==> src/rtl/game_state_controller_pkg.sv <==
// Shared game encodings and helpers for the game sequencer and its renderer overlays.
// The state values are visible on game_state, so the numbering is part of the interface.
package game_state_controller_pkg;

  localparam int GAME_STATE_W = 3;
  localparam int LIVES_W      = 4;

  typedef enum logic [GAME_STATE_W-1:0] {
    ST_IDLE      = 3'd0,
    ST_PLAYING   = 3'd1,
    ST_PAUSED    = 3'd2,
    ST_GAME_OVER = 3'd3,
    ST_WIN       = 3'd4
  } game_state_e;

  function automatic logic [7:0] sat_dec8(input logic [7:0] value);
    return (value == 8'd0) ? 8'd0 : value - 8'd1;
  endfunction

endpackage

==> src/rtl/game_state_controller_key_debouncer.sv <==
// Key debouncer: 2-FF synchroniser, falling-edge press detect and a game-tick lockout.
// The lockout is armed by the consumer through accept, so dropped presses leave it idle.
module game_state_controller_key_debouncer
  import game_state_controller_pkg::*;
#(
  parameter logic [7:0] DEBOUNCE_TICKS = 8'd6
) (
  input  logic clk,
  input  logic rst,
  input  logic tick,
  input  logic key_n,
  input  logic accept,
  output logic press
);

  logic       meta_q;
  logic       sync_q;
  logic       prev_q;
  logic [7:0] lock_cnt_q;
  logic [7:0] lock_cnt_d;

  // The key idles high, so the synchroniser resets high to avoid a false press on release of reset.
  always_ff @(posedge clk or negedge rst) begin
    if (!rst) begin
      meta_q     <= 1'b1;
      sync_q     <= 1'b1;
      prev_q     <= 1'b1;
      lock_cnt_q <= 8'd0;
    end else begin
      meta_q     <= key_n;
      sync_q     <= meta_q;
      prev_q     <= sync_q;
      lock_cnt_q <= lock_cnt_d;
    end
  end

  always_comb begin
    lock_cnt_d = lock_cnt_q;
    if (accept) begin
      lock_cnt_d = DEBOUNCE_TICKS;
    end else if (tick) begin
      lock_cnt_d = sat_dec8(lock_cnt_q);
    end
  end

  assign press = prev_q & ~sync_q & (lock_cnt_q == 8'd0);

endmodule

==> src/rtl/game_state_controller.sv <==
// Top-level game sequencer: gates the game tick, runs the game FSM, qualifies hits,
// counts lives, times invulnerability and detects the win condition.
module game_state_controller
  import game_state_controller_pkg::*;
#(
  parameter logic [LIVES_W-1:0] START_LIVES    = 4'd3,
  parameter logic [7:0]         WIN_LEVEL      = 8'd10,
  parameter logic [7:0]         INVULN_TICKS   = 8'd30,
  parameter logic [7:0]         END_HOLD_TICKS = 8'd120,
  parameter logic [7:0]         DEBOUNCE_TICKS = 8'd6
) (
  input  logic                    clk,
  input  logic                    rst,
  input  logic                    game_en_in,
  input  logic                    start_key,
  input  logic                    collision_in,
  input  logic [7:0]              bank_level,
  output logic                    game_en_out,
  output logic                    soft_reset,
  output logic                    hit_pulse,
  output logic [LIVES_W-1:0]      lives,
  output logic                    invulnerable,
  output logic                    flash,
  output logic [GAME_STATE_W-1:0] game_state
);

  game_state_e        state_q, state_d;
  logic [LIVES_W-1:0] lives_q, lives_d;
  logic [7:0]         invuln_cnt_q, invuln_cnt_d;
  logic [7:0]         end_cnt_q, end_cnt_d;
  logic               coll_prev_q, coll_prev_d;
  logic               game_en_out_q, game_en_out_d;
  logic               soft_reset_q, soft_reset_d;
  logic               hit_pulse_q, hit_pulse_d;

  logic press;
  logic accept;
  logic playing_tick;
  logic hit;

  game_state_controller_key_debouncer #(
    .DEBOUNCE_TICKS(DEBOUNCE_TICKS)
  ) u_start_key (
    .clk   (clk),
    .rst   (rst),
    .tick  (game_en_in),
    .key_n (start_key),
    .accept(accept),
    .press (press)
  );

  assign playing_tick = game_en_in & (state_q == ST_PLAYING);
  // A contact counts only on its rising sample, and never while immune.
  assign hit = playing_tick & collision_in & ~coll_prev_q & (invuln_cnt_q == 8'd0);

  always_comb begin
    state_d       = state_q;
    lives_d       = lives_q;
    invuln_cnt_d  = invuln_cnt_q;
    end_cnt_d     = end_cnt_q;
    coll_prev_d   = coll_prev_q;
    soft_reset_d  = 1'b0;
    accept        = 1'b0;
    game_en_out_d = playing_tick;
    hit_pulse_d   = hit;

    case (state_q)
      ST_IDLE: begin
        if (press) begin
          accept       = 1'b1;
          state_d      = ST_PLAYING;
          lives_d      = START_LIVES;
          invuln_cnt_d = 8'd0;
          end_cnt_d    = 8'd0;
          coll_prev_d  = 1'b0;
          soft_reset_d = 1'b1;
        end
      end

      ST_PLAYING: begin
        if (playing_tick) begin
          coll_prev_d  = collision_in;
          invuln_cnt_d = sat_dec8(invuln_cnt_q);
        end
        if (hit) begin
          lives_d      = (lives_q == '0) ? '0 : lives_q - 1'b1;
          invuln_cnt_d = INVULN_TICKS;
        end
        // Hit is resolved first: losing the last life beats both a win and a pause.
        if (hit && (lives_q <= 4'd1)) begin
          state_d = ST_GAME_OVER;
        end else if (playing_tick && (bank_level >= WIN_LEVEL)) begin
          state_d = ST_WIN;
        end else if (press) begin
          accept  = 1'b1;
          state_d = ST_PAUSED;
        end
      end

      ST_PAUSED: begin
        if (press) begin
          accept  = 1'b1;
          state_d = ST_PLAYING;
        end
      end

      ST_GAME_OVER, ST_WIN: begin
        if (game_en_in && (end_cnt_q < END_HOLD_TICKS)) begin
          end_cnt_d = end_cnt_q + 8'd1;
        end
        if (press && (end_cnt_q == END_HOLD_TICKS)) begin
          accept    = 1'b1;
          state_d   = ST_IDLE;
          end_cnt_d = 8'd0;
        end
      end

      default: begin
        state_d = ST_IDLE;
      end
    endcase
  end

  always_ff @(posedge clk or negedge rst) begin
    if (!rst) begin
      state_q       <= ST_IDLE;
      lives_q       <= START_LIVES;
      invuln_cnt_q  <= 8'd0;
      end_cnt_q     <= 8'd0;
      coll_prev_q   <= 1'b0;
      game_en_out_q <= 1'b0;
      soft_reset_q  <= 1'b0;
      hit_pulse_q   <= 1'b0;
    end else begin
      state_q       <= state_d;
      lives_q       <= lives_d;
      invuln_cnt_q  <= invuln_cnt_d;
      end_cnt_q     <= end_cnt_d;
      coll_prev_q   <= coll_prev_d;
      game_en_out_q <= game_en_out_d;
      soft_reset_q  <= soft_reset_d;
      hit_pulse_q   <= hit_pulse_d;
    end
  end

  assign game_en_out  = game_en_out_q;
  assign soft_reset   = soft_reset_q;
  assign hit_pulse    = hit_pulse_q;
  assign lives        = lives_q;
  assign invulnerable = (invuln_cnt_q != 8'd0);
  assign flash        = invulnerable & invuln_cnt_q[2];
  assign game_state   = state_q;

endmodule

==> config.mk <==
export PLATFORM = sky130hd
export DESIGN_NAME = game_state_controller
export DESIGN_NICKNAME = d
export VERILOG_FILES = /design/src/rtl/game_state_controller_pkg.sv /design/src/rtl/game_state_controller_key_debouncer.sv /design/src/rtl/game_state_controller.sv
export SDC_FILE = /design/constraint.sdc
export NUM_CORES = 1
export LEC_CHECK = 0
export BUFFER_PORTS_ARGS = -buffer_cell sky130_fd_sc_hd__clkbuf_2
export CAP_MARGIN = 20
export CORE_MARGIN = 3
export CORE_UTILIZATION = 42
export DETAILED_ROUTE_END_ITERATION = 8
export SLEW_MARGIN = 30
export SYNTH_ARGS = -nofsm -noshare
export SYNTH_HDL_FRONTEND = slang
export SYNTH_SLANG_ARGS = --single-unit
==> constraint.sdc <==
create_clock -name clk -period 2.5 [get_ports clk]
set_input_delay 0.5 -clock clk [delete_from_list [all_inputs] [get_ports clk]]
set_output_delay 0.5 -clock clk [all_outputs]
set_load 0.02 [all_outputs]
### Word level (Yosys, flattened, before mapping)

Index checks and enable logic that the tools add are counted.
Widths: inputs -> output; s select.

| word-level totals | value |
|---|---|
| register bits | 38 |
| bits of input ports | 13 |
| output and inout port bits | 12 |
| word-level logic and storage cells | 90 |

| cells by class | value |
|---|---|
| add/sub/neg operators | 4 |
| order comparisons | 3 |
| eq/ne operators | 13 |
| mux-type cells | 30 |
| bitwise gates (word level) | 9 |
| reductions and logical operators | 19 |

Operator list:

| kind | number |
|---|---|
| $mux 8 | 9 |
| $pmux 8 s2 | 2 |
| $logic_not 8->1 | 2 |
| $sub 8x1->8 const B | 2 |
| $mux 3 | 5 |
| $reduce_and 3->1 | 5 |
| $mux 4 | 3 |
| $pmux 3 s3 | 1 |
| $add 8x1->8 const B | 1 |
| $eq 8x7->1 const B | 1 |
| $ge 8x4->1 const B | 1 |
| $lt 8x7->1 const B | 1 |
| $ne 2x2->1 const B | 4 |
| $pmux 4 s2 | 1 |
| $reduce_bool 8->1 | 1 |
| $and 1x1->1 | 7 |
| $mux 1 | 7 |
| $eq 3x2->1 const B | 2 |
| $ne 3x3->1 const B | 2 |
| $reduce_bool 2->1 | 3 |
| $le 4x1->1 const B | 1 |
| $logic_and 1x1->1 | 4 |
| $logic_not 4->1 | 1 |
| $ne 4x2->1 const B | 1 |
| other kinds (9) | 11 |

### Logic depth before layout (Yosys ltp)

| logic depth | value |
|---|---|
| word-level depth | 9 |
| depth in mapped cells | 8 |
| mapped depth without buffers | 7 |

### Hierarchy

From an unflattened synthesis, not the netlist that was laid out.

| second synthesis, totals | value |
|---|---|
| cell total of the unflattened synthesis | 214 |
| area total of the unflattened synthesis | 2065.7 um2 |

Modules (own cells, without submodules):

| module | instances | cells each | area each (um2) | sequential area each (um2) |
|---|---|---|---|---|
| game_state_controller | 1 | 166 | 1536.5 | 678.2 |
| game_state_controller_key_debouncer | 1 | 48 | 529.3 | 279.0 |

### Worst setup path before layout

OpenSTA, ideal clock, no wires.

| path | value |
|---|---|
| kind | flip-flop to flip-flop |
| start point | reg state_q[2] (netlist: game_state[2]) |
| end point | reg lives_q[1] (netlist: lives[1]) |
| setup time | 0.064 ns |
| data arrival time | 1.893 ns |
| required time | 2.436 ns |
| slack | 0.543 ns |
| cell stages (with the launch flop) | 9 |
| path buffers | 2 |
| period minus slack after synthesis | 1.957 ns |
| cells stage by stage | dfrtp_1 buf_2 nor3b_4 nand2_4 inv_6 nand4_4 buf_6 or4_1 nand3_1 |

| on the way | value |
|---|---|
| longest elaborated chain between the ends | 7 |
| elaborated cells on any way between the ends | 11 |
| classes of those cells | 3 x eq/ne; 1 x mux; 4 x bitwise; 3 x reduce/logical |

Ends and longest elaborated chain:

| element | line | source |
|---|---|---|
| from (decl) | game_state_controller.sv:27 | `game_state_e state_q, state_d;` |
| from (signal assigned) | game_state_controller.sv:135 | `state_q <= state_d;` |
| $eq 3x1->1 | game_state_controller.sv:52 | `assign playing_tick = game_en_in & (state_q == ST_PLAYING);` |
| $and 1x1->1 | game_state_controller.sv:52 |  |
| named net game_en_out_d | game_state_controller.sv:32 | `logic game_en_out_q, game_en_out_d;` |
| $and 1x1->1 (3 in series) | game_state_controller.sv:54 | `assign hit = playing_tick & collision_in & ~coll_prev_q & (invuln_cnt_q == 8'd0);` |
| $ne 2x2->1 (no source line) | - |  |
| $reduce_and 3->1 (no source line) | - |  |
| to (signal assigned) | game_state_controller.sv:136 | `lives_q <= lives_d;` |
| to (decl) | game_state_controller.sv:28 | `logic [LIVES_W-1:0] lives_q, lives_d;` |

The timed path passes the listed nets, and every way through them passes these cells.
A chain may end at the register's enable or synchronous reset.

### Final worst setup path

| path | value |
|---|---|
| start point | reg invuln_cnt_q[0] |
| end point | out invulnerable |

| on the way | value |
|---|---|
| longest elaborated chain between the ends | 1 |

Ends and longest elaborated chain:

| element | line | source |
|---|---|---|
| from (decl) | game_state_controller.sv:29 | `logic [7:0] invuln_cnt_q, invuln_cnt_d;` |
| from (signal assigned) | game_state_controller.sv:137 | `invuln_cnt_q <= invuln_cnt_d;` |
| $reduce_bool 8->1 | game_state_controller.sv:150 | `assign invulnerable = (invuln_cnt_q != 8'd0);` |
| to (decl) | game_state_controller.sv:22 | `output logic invulnerable,` |

Every way passes these cells.

==> reports/summary.txt <==
Hold Buf Count CTS: 0
Worst R2R Start: u_start_key.lock_cnt_q[0]
maximum VDD drop: 0.532 mV
quantity of I/O buffers inserted on ports: 23
initial detailed-routing violation count: 141
fraction of the cycle the final worst path needs: 0.886
number of CTS-inserted buffers: 5
clock root buffer: clkbuf_8
async set-reset flop share out of synthesis: 1.00
unrepaired setup endpoints after global routing: no
length of the first detailed-routing pass in iterations: 4
most frequent standard cell in the layout excluding fill and tap cells: dfrtp_1
layout overhead on the synthesized area: 16.9%
share of the synthesized area in compound gates (AO/OA/AOI/OAI): 0.205
PnR Total Power: 0.00267 W
TritonCTS clock tree: yes
sum of routed wire length over all layers: 5060 um
nets in the synthesized netlist: 240
RePlAce Congestion: 0.823
min-delay worst type: input port to asynchronous set/reset pin
capturing element type of the critical path: output port
Final Skew: 0.0104 ns
combinational fraction of design power: 0.350
class of the most critical setup path: register to output port
CP arrival: 1.71 ns
switching power: 0.00103 W
relative contribution of the clock network to total power: 0.238
Nets: 273
register bit count reported by yosys: 38
WP data required: 2.00 ns
YS warnings: 0
floorplan die width: 78.5 um
fraction of final layout cells sized beyond drive strength 1: 0.227
I/O pin count: 25
post-synthesis xor/xnor area fraction: 0.00795
power per cell area: 1040 nW/um^2
antenna violations before repair: 0
flop-to-flop setup slack: 0.42 ns
crit path launch type: register
Detail Placement HPWL: 3680 um
register clock-pin slew on the reported worst setup and hold paths: 0.08 ns
leftover overflow at the end of global routing: 0
max-cap viol count: 0
Slew headroom: 0.589
share of synthesized cell area in full adder, half adder and majority cells: 0.0284
area of the core region: 4910 um^2
detailed-routing wirelength on met1: 2370 um
number of enable flip-flop cells after synthesis: 0
leakage component of the power: 1.17 nW
Final TNS setup: 0 ns
global-route wire length before repair: 8650 um
Tot GR Track Use: 0.175
vias in the first global route: 1,796
average wire per cell in the routed design: 15.7 um
clk_lat worst skew: 0.29 ns
switching part of the total power: 0.385
post-CTS resize count: 0
DR vias/cell: 5.81
count of final hold-check violations: 0
highest metal used: met4
Max Slew Vio Count: 0
multiplexer share of the synthesized area: 0.00965
maximum number of pins on one net before global-route repair: 25
status: completed
Fmax achieved: 452 MHz
dominant combinational cell family by area after synthesis: simple AND/OR/NAND/NOR gates
worst r2r path cells: 6
height of the chip: 78.5 um
buffers inserted by post-CTS timing repair: 0
number of DRC violations after detailed routing: 0
Power Internal: 0.00164 W
DIE AREA: 6150 um^2
Mapped Area: 2200 um^2
clock buffer depth: 2
main flop type after synthesis: dfrtp_1
sequential cell fraction of total power: 0.413
most frequent cells in the layout: dfrtp_1 (33), clkbuf_2 (23), nand2_1 (17), nand3_1 (14), inv_1 (13)
count of clock tree sinks: 38
effective utilization at floorplan: 0.449
Synth Area in Simple Gates: 0.274
total number of vias: 1,877
routed length on met2: 2410 um
cell count after synthesis: 222
portion of the post-synthesis area used by sequential elements: 0.434
mean cell area of the mapped netlist: 9.93 um^2
top fanout value on the critical path: 6
post-synth cell types: 61
reg-to-reg endpoint: end_cnt_q[6]
length of routed met3 wiring: 232 um
total setup violations reported at the end of the flow: 0
number of rows in the core area: 25
Antenna diodes: 0
remaining antenna violation count after routing: 0
transition time of the tightest slew-check pin: 0.617 ns
Final min period: 2.21 ns
CTS HTree Levels: 2
[logic make-up (layout without fill, tap and decap cells)]
| logic type | count (synthesis) | after routing |
|---|---|---|
| flops | 38 | 38 |
| mux | 2 | 2 |
| simple gates | 93 | 93 |
| compound gates | 62 | 62 |
| fa+ha+maj | 5 | 5 |
| xor+xnor | 2 | 2 |
| buf+inv | 20 | 54 |
[per-stage QoR]
step                       util  instances  cell area [um^2]  worst slack, ns  hold slack, ns
after global placement    0.497        315              2440            0.466           0.345
after global routing      0.525        323              2580            0.132           0.261
final                     0.525        323              2580            0.286           0.207
after CTS                 0.525        323              2580            0.247           0.227
after floorplan               -        222              2200            0.543           0.204
after detailed placement  0.497        315              2440            0.445           0.353
[worst max-delay path, cell delays in order, from the launching register on]
cell and delay, ns:
dfrtp_1 0.39, inv_1 0.09, ha_1 0.21, nor3b_4 0.33, nand2_1 0.21, clkbuf_2 0.20
[worst max path at each step]
stage	startpoint	end	slack, ns	cells past startpoint
2_1_floorplan	game_state[2]	lives[1]	0.54	8
3_3_place_gp	game_state[2]	lives[2]	0.47	6
3_5_place_dp	game_state[2]	lives[2]	0.44	6
4_1_cts	invuln_cnt_q[0]	invulnerable	0.25	5
5_1_grt	invuln_cnt_q[1]	invulnerable	0.13	5
6_report	invuln_cnt_q[0]	invulnerable	0.29	5
[routing by layer]
layer	track usage	vias to the layer above
li1	-	918
met1	0.236	908
met2	0.290	47
met3	0.0310	4
met4	0.0472	0
met5	0	-
[cell type report]
cell class                 count  area, um^2
clock buffer                   5        68.8
clock inverter                 3        68.8
fill                         471        2330
inverter                      14        57.6
multi-input combinational    164        1160
sequential                    38         957
tap                           67        83.8
timing repair buffer          32         183
[flip-flops by register name, indices dropped and copies added (netlist names), 3 cells and up]
name / flops
end_cnt_q: 8
game_state: 3
invuln_cnt_q: 8
lives: 4
u_start_key.lock_cnt_q: 8
[cell usage after synthesis, types with 4 or more instances]
cell type / number / area [um^2]
a21o_1: 4 / 30.0
a21oi_1: 7 / 35.0
a31oi_1: 5 / 31.3
dfrtp_1: 33 / 826
dfstp_2: 5 / 131
ha_1: 5 / 62.6
inv_1: 13 / 48.8
nand2_1: 17 / 63.8
nand3_1: 14 / 70.1
nand4_1: 5 / 31.3
nor2_1: 11 / 41.3
nor2b_1: 5 / 31.3
nor3_1: 5 / 25.0
o211ai_1: 5 / 37.5
o21ai_0: 7 / 35.0
or4_1: 5 / 37.5
[power groups by stage]
stage / Clock [W] / Combinational, W / Sequential (W)
after floorplan: 0 / 0.000689 / 0.00107
after global placement: 0 / 0.000928 / 0.00110
after detailed placement: 0 / 0.000937 / 0.00111
after CTS: 0.000658 / 0.000940 / 0.00109
after global routing: 0.000674 / 0.00106 / 0.00115
final: 0.000635 / 0.000933 / 0.00110
Note: power is estimated with default switching activity, not from simulation.
